--- src/rtl/alu_arbiter.sv ---
// alu_arbiter: shares one combinational 64-bit ALU between NUM_REQ requesters.
// Requesters are granted round-robin. The ALU result is registered into a single
// tagged response slot with valid/ready backpressure, so accept-to-response latency
// is one cycle and back-to-back issue reaches one command per cycle.
// Optional build macro: ALU_ARB_PRIO0_EN gives requester 0 fixed priority over
// the round-robin group.
module alu_arbiter #(
  parameter int NUM_REQ = 2,
  parameter int ID_W    = 2
) (
  input  logic                    clk,
  input  logic                    rst_n,
  input  logic [NUM_REQ-1:0]      req_valid,
  output logic [NUM_REQ-1:0]      req_ready,
  input  logic [5*NUM_REQ-1:0]    req_op,
  input  logic [NUM_REQ-1:0]      req_sub_sra,
  input  logic [3*NUM_REQ-1:0]    req_src1,
  input  logic [3*NUM_REQ-1:0]    req_src2,
  input  logic [64*NUM_REQ-1:0]   req_pc,
  input  logic [64*NUM_REQ-1:0]   req_rs1,
  input  logic [64*NUM_REQ-1:0]   req_rs2,
  input  logic [64*NUM_REQ-1:0]   req_imm,
  output logic [4:0]              alu_op_out,
  output logic                    alu_sub_sra_out,
  output logic [2:0]              alu_src1_out,
  output logic [2:0]              alu_src2_out,
  output logic [63:0]             alu_pc_out,
  output logic [63:0]             alu_rs1_out,
  output logic [63:0]             alu_rs2_out,
  output logic [63:0]             alu_imm_out,
  input  logic [63:0]             alu_result_in,
  input  logic                    alu_non_zero_in,
  output logic                    rsp_valid,
  input  logic                    rsp_ready,
  output logic [ID_W-1:0]         rsp_id,
  output logic [63:0]             rsp_result,
  output logic                    rsp_non_zero
);

  localparam logic [ID_W:0] NUM_REQ_W = (ID_W+1)'(NUM_REQ);

  logic [ID_W-1:0] rr_ptr;
  logic [ID_W-1:0] winner;
  logic [ID_W-1:0] rr_next;
  logic            can_issue;
  logic            grant;

  // The response slot can take a new result when empty or draining; nothing
  // is granted while reset is held so requesters never see a stray accept.
  always_comb begin
    can_issue = rst_n && (!rsp_valid || rsp_ready);
  end

  // Pick the first valid requester at or above rr_ptr, wrapping modulo NUM_REQ.
  always_comb begin
    logic [ID_W:0] scan_idx;
    logic          cand;
    grant    = 1'b0;
    winner   = rr_ptr;
    scan_idx = '0;
    cand     = 1'b0;
    if (can_issue) begin
      for (int k = 0; k < NUM_REQ; k++) begin
        scan_idx = {1'b0, rr_ptr} + (ID_W+1)'(k);
        if (scan_idx >= NUM_REQ_W) begin
          scan_idx = scan_idx - NUM_REQ_W;
        end
        cand = 1'b0;
        for (int i = 0; i < NUM_REQ; i++) begin
          if (scan_idx == (ID_W+1)'(i)) begin
            cand = req_valid[i];
          end
        end
        if (!grant && cand) begin
          grant  = 1'b1;
          winner = scan_idx[ID_W-1:0];
        end
      end
`ifdef ALU_ARB_PRIO0_EN
      // Requester 0 overrides whatever the rotation chose.
      if (req_valid[0]) begin
        grant  = 1'b1;
        winner = '0;
      end
`endif
    end
  end

  // One-hot accept to the winner only.
  always_comb begin
    req_ready = '0;
    for (int i = 0; i < NUM_REQ; i++) begin
      req_ready[i] = grant && (winner == ID_W'(i));
    end
  end

  // Steer the selected requester's command to the ALU; with no grant winner
  // equals rr_ptr, which keeps the outputs deterministic.
  always_comb begin
    alu_op_out      = req_op[4:0];
    alu_sub_sra_out = req_sub_sra[0];
    alu_src1_out    = req_src1[2:0];
    alu_src2_out    = req_src2[2:0];
    alu_pc_out      = req_pc[63:0];
    alu_rs1_out     = req_rs1[63:0];
    alu_rs2_out     = req_rs2[63:0];
    alu_imm_out     = req_imm[63:0];
    for (int i = 1; i < NUM_REQ; i++) begin
      if (winner == ID_W'(i)) begin
        alu_op_out      = req_op[5*i +: 5];
        alu_sub_sra_out = req_sub_sra[i];
        alu_src1_out    = req_src1[3*i +: 3];
        alu_src2_out    = req_src2[3*i +: 3];
        alu_pc_out      = req_pc[64*i +: 64];
        alu_rs1_out     = req_rs1[64*i +: 64];
        alu_rs2_out     = req_rs2[64*i +: 64];
        alu_imm_out     = req_imm[64*i +: 64];
      end
    end
  end

  // Rotation target after a grant: the requester just above the winner.
  always_comb begin
    rr_next = (winner == ID_W'(NUM_REQ-1)) ? '0 : winner + ID_W'(1);
  end

  // Response slot and rotation pointer; a grant overwrites a draining response.
  always_ff @(posedge clk or negedge rst_n) begin
    if (!rst_n) begin
      rsp_valid    <= 1'b0;
      rsp_id       <= '0;
      rsp_result   <= '0;
      rsp_non_zero <= 1'b0;
      rr_ptr       <= '0;
    end else if (grant) begin
      rsp_valid    <= 1'b1;
      rsp_id       <= winner;
      rsp_result   <= alu_result_in;
      rsp_non_zero <= alu_non_zero_in;
`ifdef ALU_ARB_PRIO0_EN
      if (winner != '0) begin
        rr_ptr <= rr_next;
      end
`else
      rr_ptr <= rr_next;
`endif
    end else if (rsp_ready) begin
      rsp_valid <= 1'b0;
    end
  end

endmodule
--- config.mk ---
export PLATFORM = sky130hd
export DESIGN_NAME = alu_arbiter
export DESIGN_NICKNAME = d
export VERILOG_FILES = /design/src/rtl/alu_arbiter.sv
export SDC_FILE = /design/constraint.sdc
export NUM_CORES = 1
export LEC_CHECK = 0
export BUFFER_PORTS_ARGS = -buffer_cell sky130_fd_sc_hd__clkbuf_2
export CORE_AREA = 2 2 362 364
export DETAILED_ROUTE_END_ITERATION = 7
export DIE_AREA = 0 0 364 366
export MAX_ROUTING_LAYER = met4
export PLACE_DENSITY = 0.3
export RECOVER_POWER = 50
export SETUP_SLACK_MARGIN = 0.5
export SLEW_MARGIN = 10
export SYNTH_ARGS = -nofsm -noshare
export SYNTH_HDL_FRONTEND = slang
export SYNTH_SLANG_ARGS = --single-unit
export TNS_END_PERCENT = 100
--- constraint.sdc ---
create_clock -name clk -period 2.7 [get_ports clk]
set_clock_uncertainty 0.1 [all_clocks]
set_input_delay 0.27 -clock clk [delete_from_list [all_inputs] [get_ports clk]]
set_output_delay 0.27 -clock clk [all_outputs]
set_load 0.01 [all_outputs]
==> results_dict.tcl, run 1 <==
set metrics [dict create \
    final_common_cell "clkbuf_2" \
    io_buffer_count 943 \
    min_from "alu_result_in[61]" \
    crit_arrival_ns 2.49 \
    vias 8513 \
    core_um2 129000 \
    ios 944 \
    syn_nets 1065 \
    rsz0062_at_grt "yes" \
    place_congestion 1.01 \
    r2r-end "rsp_result[29]" \
    slew_headroom_pct 27.1 \
    start_util_pct 4.64 \
    clockBufferDepth 2 \
    cap_viol_max_count 0 \
    grt_pass1_wl_um 105000 \
    synth_compound_area_share_pct 1.07 \
    path_class "flip-flop to primary output" \
    fp.dieW_um 364 \
    slew_viol_final 0 \
    synth.avg_cell_area_um2 13.0 \
    cts_tree "yes" \
    endpoint_kind "primary output" \
    dp_hpwl_um 76900 \
    die_y_um 366 \
    r2r_start "rr_ptr[1]" \
    nNetsFinal 2056 \
    first_iter_violations 298 \
    yosysTopAreaCellShare_pct 37.7 \
    grt_max_degree 38 \
    cts_root_buf "clkbuf_16" \
    cp_slowest_stage_delay_ns 0.39 \
    finalSetupViolCount 233 \
    worst_pin_slew_ns 1.09 \
    yosys-top-cells-area "mux2_1 38%, dfrtp_1 29%, mux2_2 25%" \
    drc 0 \
    fin_hold_ws_ns 0.0382 \
    yosys.area_share.simple_pct 0.837 \
    synth_adder_area_share_pct 0 \
    required_ns 2.33 \
    crit_slowest_cell "dfrtp_1" \
    synth_largest_area_cell "mux2_1" \
    track_usage_pct 12.8 \
    synthMuxAreaShare_pct 62.9 \
    r2r_cells 5 \
    synth_seq_area_share_pct 29.3 \
    cp-startpoint "rr_ptr[0]" \
    whs_path_depth 2 \
    start_kind "flip-flop" \
    routed_wl_um 86000 \
    min_delay_worst_endpoint "rsp_result[61]" \
    dpl_cell_area_um2 13000 \
    final_cell_mix "729 x clkbuf_2, 186 x mux2_4, 97 x mux2_2" \
    final.period_utilization_pct 106 \
    finalCriticalPeriod_ns 2.86 \
    failed_checks "negative setup slack" \
    finalSetupTns_ns -16.00 \
    cp_max_fo 6 \
    h-tree-depth 3 \
    synth_area_um2 5980 \
    total_power_mw 9.16 \
    setup_ws_ns -0.163 \
    worstPathCellList "nor2b_2, nand4b_1, a22oi_4, buf_12, buf_16, buf_12, buf_6, buf_8, mux2_4, buf_8" \
    ff2ff_setup_slack_ns 0.73 \
    area_growth_pct 168 \
    fp-row-count 132 \
    peakVddDrop_mv 0.204 \
    dieArea_um2 133000 \
    p_leak_nw 7.85 \
    ant_nets 0 \
    antenna_found_initial 70 \
    synth.ff_latch_count 70 \
    drive_above_1_share_pct 85.8 \
    fin_area_um2 16000 \
    clk_latency_ns 0.36 \
    synth_top_family_by_area "multiplexers" \
    drtPass1Iterations 4 \
    clkSlewWorstSetupHoldPaths_ns 0.06 \
    cts.sinks 70 \
    hold_viol 0 \
    hold_class "input port to flip-flop" \
    post_drt_via_cell_ratio 2.63 \
    powerDensity_nw_per_um2 572 \
    fmax_mhz 349 \
    drt-wirelength-per-cell_um 26.5 \
    syn_inst 459 \
    post_synth_num_cell_types 20 \
    cts-buffers-inserted 9 \
    status "complete, but fails checks" \
    synth_xor_area_share_pct 0 \
    grt_pass1_vias 9013 \
    grt_remaining_overflow 0 \
    yosysWarnings 0 \
]
## metal layers
layer  vias to the layer above  global-route usage (%)  wire [µm]
li1                       3769                       -          -
met1                      4096                    12.7      28500
met2                       573                    22.4      43400
met3                        75                    6.51      12300
met4                         0                    2.33       1720
met5                         -                       -          0
## synth_stat cells
library cell / count
clkbuf_1: 6
nand2b_1: 1
nand2_1: 2
a21boi_0: 1
buf_8: 2
inv_1: 3
o211ai_1: 2
nor2_1: 1
and2_1: 2
nand3_1: 1
mux2_1: 200
nor2b_1: 1
a22oi_4: 1
a41o_1: 1
dfrtp_1: 70
a32o_1: 1
mux2_2: 134
buf_2: 6
nand4b_1: 1
buf_6: 23
## final cells by class
class | count | area, µm²
Sequential cell | 70 | 1750
Inverter | 3 | 11.3
Clock buffer | 12 | 246
Clock inverter | 2 | 10.0
Fill cell | 14913 | 113000
Timing Repair Buffer | 1017 | 7110
Multi-Input combinational cell | 349 | 4590
Antenna cell | 47 | 118
Tap cell | 1742 | 2180
## state kept, by name (all words and copies together), names as in the netlist
register	count
rr_ptr	2
rsp_result	64
rsp_id	2
rsp_non_zero	1
rsp_valid	1
## kinds of logic (layout without fill, tap and decap cells)
kind of cell,after synthesis,in the layout
mux,334,334
flops,70,70
buf+inv,40,1034
simple gates,9,9
compound gates,6,6
other cells,0,47
## critical path: cells and delay by family, from the launching register on
family / cells / cell delay (ns)
mux: 1 / 0.32
flops: 1 / 0.39
buf+inv: 6 / 0.82
simple gates: 2 / 0.31
compound gates: 1 / 0.27
## worst max path at each step
stage                       to  slack (ns)  depth (start not counted)
3_3_place_gp    alu_pc_out[48]       -0.02                          8
6_report        alu_rs2_out[0]       -0.16                         10
2_1_floorplan   alu_imm_out[0]        0.51                          7
5_1_grt        alu_src2_out[2]       -0.29                          9
4_1_cts          alu_pc_out[4]       -0.25                          8
3_5_place_dp     alu_pc_out[7]       -0.04                          8
## stage by stage
step / std cells / util (%) / setup WS [ns]
4_1_cts: 3193 / 11.8 / -0.252
6_report: 3242 / 12.4 / -0.163
3_3_place_gp: 3138 / 10.1 / -0.0165
3_5_place_dp: 3138 / 10.1 / -0.0356
2_1_floorplan: 459 / - / 0.513
5_1_grt: 3232 / 12.4 / -0.291
## power breakdown
| part | internal [mW] | switching [mW] |
|---|---|---|
| combinational | 3.58 | 3.11 |
| sequential | 1.24 | 0.0934 |
| clock | 0.635 | 0.504 |
## what timing repair did
item | CTS | global route
hold buffers | 1 | 1
endpoints found under the setup margin | 269 | 365
gates resized for setup | 369 | 270
endpoints found under the hold margin | 9 | 1
cloned | 16 | 0
pin swaps | 3 | 2
buffers inserted | 24 | 1
(Power assumes the default switching activity.)
==> run 2: changes to the inputs <==
--- a/config.mk
+++ b/config.mk
@@ -6,9 +6,9 @@
 export NUM_CORES = 1
 export LEC_CHECK = 0
 export BUFFER_PORTS_ARGS = -buffer_cell sky130_fd_sc_hd__clkbuf_2
-export CORE_AREA = 2 2 362 364
+export CORE_AREA = 2 2 366 368
 export DETAILED_ROUTE_END_ITERATION = 7
-export DIE_AREA = 0 0 364 366
+export DIE_AREA = 0 0 368 370
 export MAX_ROUTING_LAYER = met4
 export PLACE_DENSITY = 0.3
 export RECOVER_POWER = 50
==> constraint.sdc (replaced) <==
create_clock -name clk -period 3.5 [get_ports clk]
set_clock_uncertainty 0.1 [all_clocks]
set_input_delay 0.35 -clock clk [delete_from_list [all_inputs] [get_ports clk]]
set_output_delay 0.35 -clock clk [all_outputs]
set_load 0.01 [all_outputs]
==> run 2 against run 1 <==
Effect of this change: the run now ends clean; hold slack gained 0.063 ns; first-iteration DRC count grew 17%; register-to-register slack improved by 0.89 ns; power shrank 37%; clock-buffer cell count is 3 lower; global-route usage down 0.74 points; largest cell class unchanged; highest routed layer unchanged.
==> results_dict.tcl, run 2 (same netlist as run 1, synthesis figures left out) <==
set metrics [dict create \
    finalCriticalPeriod_ns 3.09 \
    fp.dieW_um 368 \
    post_drt_via_cell_ratio 2.59 \
    stdcell_count 3226 \
    setup_ws_ns 0.409 \
    start_util_pct 4.51 \
    cts_tree "yes" \
    largest_reg_flops 64 \
    p_clk_share_pct 16.2 \
    final_cell_mix "842 x clkbuf_2, 194 x mux2_1, 140 x mux2_2" \
    grt_pass1_wl_um 100000 \
    finalSetupViolCount 0 \
    worstPathCellList "nor2b_1, nand4b_1, a22oi_4, buf_12, clkbuf_1, buf_16, mux2_1, clkbuf_1" \
    rsz0062_at_grt "yes" \
    cts.sinks 70 \
    drtPass1Iterations 4 \
    area_growth_pct 128 \
    crit_arrival_ns 2.64 \
    clkSlewWorstSetupHoldPaths_ns 0.07 \
    dp_hpwl_um 76900 \
    dieArea_um2 136000 \
    clockBufferDepth 2 \
    worst_pin_slew_ns 1.43 \
    grt_pass1_vias 8425 \
    first_iter_violations 348 \
    required_ns 3.05 \
    final_util_pct 10.3 \
    vias 8352 \
    status "complete, no violations" \
    endpoint_kind "primary output" \
    ant_nets 0 \
    peakVddDrop_mv 0.228 \
    powerDensity_nw_per_um2 424 \
    p_sw_share_pct 46.0 \
    cp_max_fo 17 \
    path_class "flip-flop to primary output" \
    grt_remaining_overflow 0 \
    p_leak_nw 6.39 \
    core_um2 132000 \
    die_y_um 370 \
    fin_hold_ws_ns 0.101 \
    grt_max_degree 70 \
    hold_viol 0 \
    cap_viol_max_count 0 \
    drt-wirelength-per-cell_um 26.4 \
    slew_viol_final 0 \
    final_common_cell "clkbuf_2" \
    clk_latency_ns 0.38 \
    crit_slowest_cell "dfrtp_1" \
    drive_above_1_share_pct 73.9 \
    fmax_mhz 324 \
    reg.largest.list "rsp_result (64), rr_ptr (2), rsp_id (2)" \
    pwr-share-comb_pct 66.1 \
    dp_cells 3146 \
    cts-buffers-inserted 9 \
    io_buffer_count 943 \
    final.period_utilization_pct 88.3 \
    fp-row-count 134 \
    track_usage_pct 12.0 \
    finalSetupTns_ns 0 \
    ios 944 \
    start_kind "flip-flop" \
    nNetsFinal 2021 \
    intPower_mw 3.12 \
    antenna_found_initial 71 \
    cpMostUsedCell "clkbuf_1" \
    seqPwrFrac_pct 17.8 \
    slew_headroom_pct 4.35 \
    cp_slowest_stage_delay_ns 0.38 \
    switching_power_mw 2.66 \
    hold_class "input port to flip-flop" \
    h-tree-depth 3 \
    top_register "rsp_result" \
    dp_slack_ns 0.486 \
    routed_wl_um 85300 \
    place_congestion 0.920 \
    drc 0 \
    cts_root_buf "clkbuf_16" \
]
run 2: cell types whose count changed in the layout (fill, tap and decap cells not counted), sizes merged:
cell and change:
diode -9, clkinvlp +2, inv +3, buf -152, clkbuf +115, dlymetal6s2s -1
run 2: metrics by stage:
step                      total power, mW  instance area [µm²]
after floorplan                      2.65                 5980
after global placement               4.57                12800
after detailed placement             4.57                12800
after CTS                            5.82                13300
after global routing                 6.15                13600
final                                5.78                13600
run 2: what timing repair did:
action,CTS,global route
endpoints found under the hold margin,22,0
hold buffers,1,0
endpoints found under the setup margin,214,176
setup buffers,6,6
gates resized for setup,17,45
cloned,5,8
pin swaps,2,0
run 2: final cells by class:
class                      instances  area, µm²
multi-input combinational        349       3880
fill                           15535     119000
inverter                           3       11.3
clock inverter                     7       55.1
tap                             1768       2210
clock buffer                       9        225
timing repair buffer             982       5390
antenna                           38       95.1
sequential                        70       1750
run 2: final timing paths:
path                       slack, ns               to         startpoint  cells past startpoint
max                             0.41  alu_rs2_out[37]          rr_ptr[0]                      8
min in group asynchronous       0.56   rsp_result[56]              rst_n                      3
max in group asynchronous       1.01    rsp_result[6]              rst_n                      4
max reg2reg                     1.62   rsp_result[42]          rr_ptr[1]                      4
min                             0.10   rsp_result[58]  alu_result_in[58]                      2
min reg2reg                     0.39        rsp_id[1]          rsp_id[1]                      1
run 2: metal layers:
metal | global-route usage (%) | up-vias | wire, µm
met5 | - | - | 0
met4 | 1.55 | 0 | 1210
met3 | 6.12 | 77 | 11800
met2 | 20.1 | 607 | 41600
met1 | 13.0 | 3986 | 30700
li1 | - | 3682 | -
run 2: power by group through the flow:
stage | combinational, mW | sequential, mW | clock [mW]
4_1_cts | 3.79 | 1.03 | 0.996
2_1_floorplan | 1.54 | 1.11 | 0
3_3_place_gp | 3.53 | 1.04 | 0
6_report | 3.82 | 1.03 | 0.933
5_1_grt | 4.10 | 1.05 | 1.00
3_5_place_dp | 3.52 | 1.05 | 0
run 2: worst max-delay path: cells and delay by family (launching register included):
| kind | cells | cell delay, ns |
|---|---|---|
| buffers and inverters | 4 | 0.94 |
| flip-flops | 1 | 0.38 |
| multiplexers | 1 | 0.34 |
| AND/OR/NAND/NOR | 2 | 0.33 |
| AO/OA/AOI/OAI | 1 | 0.26 |
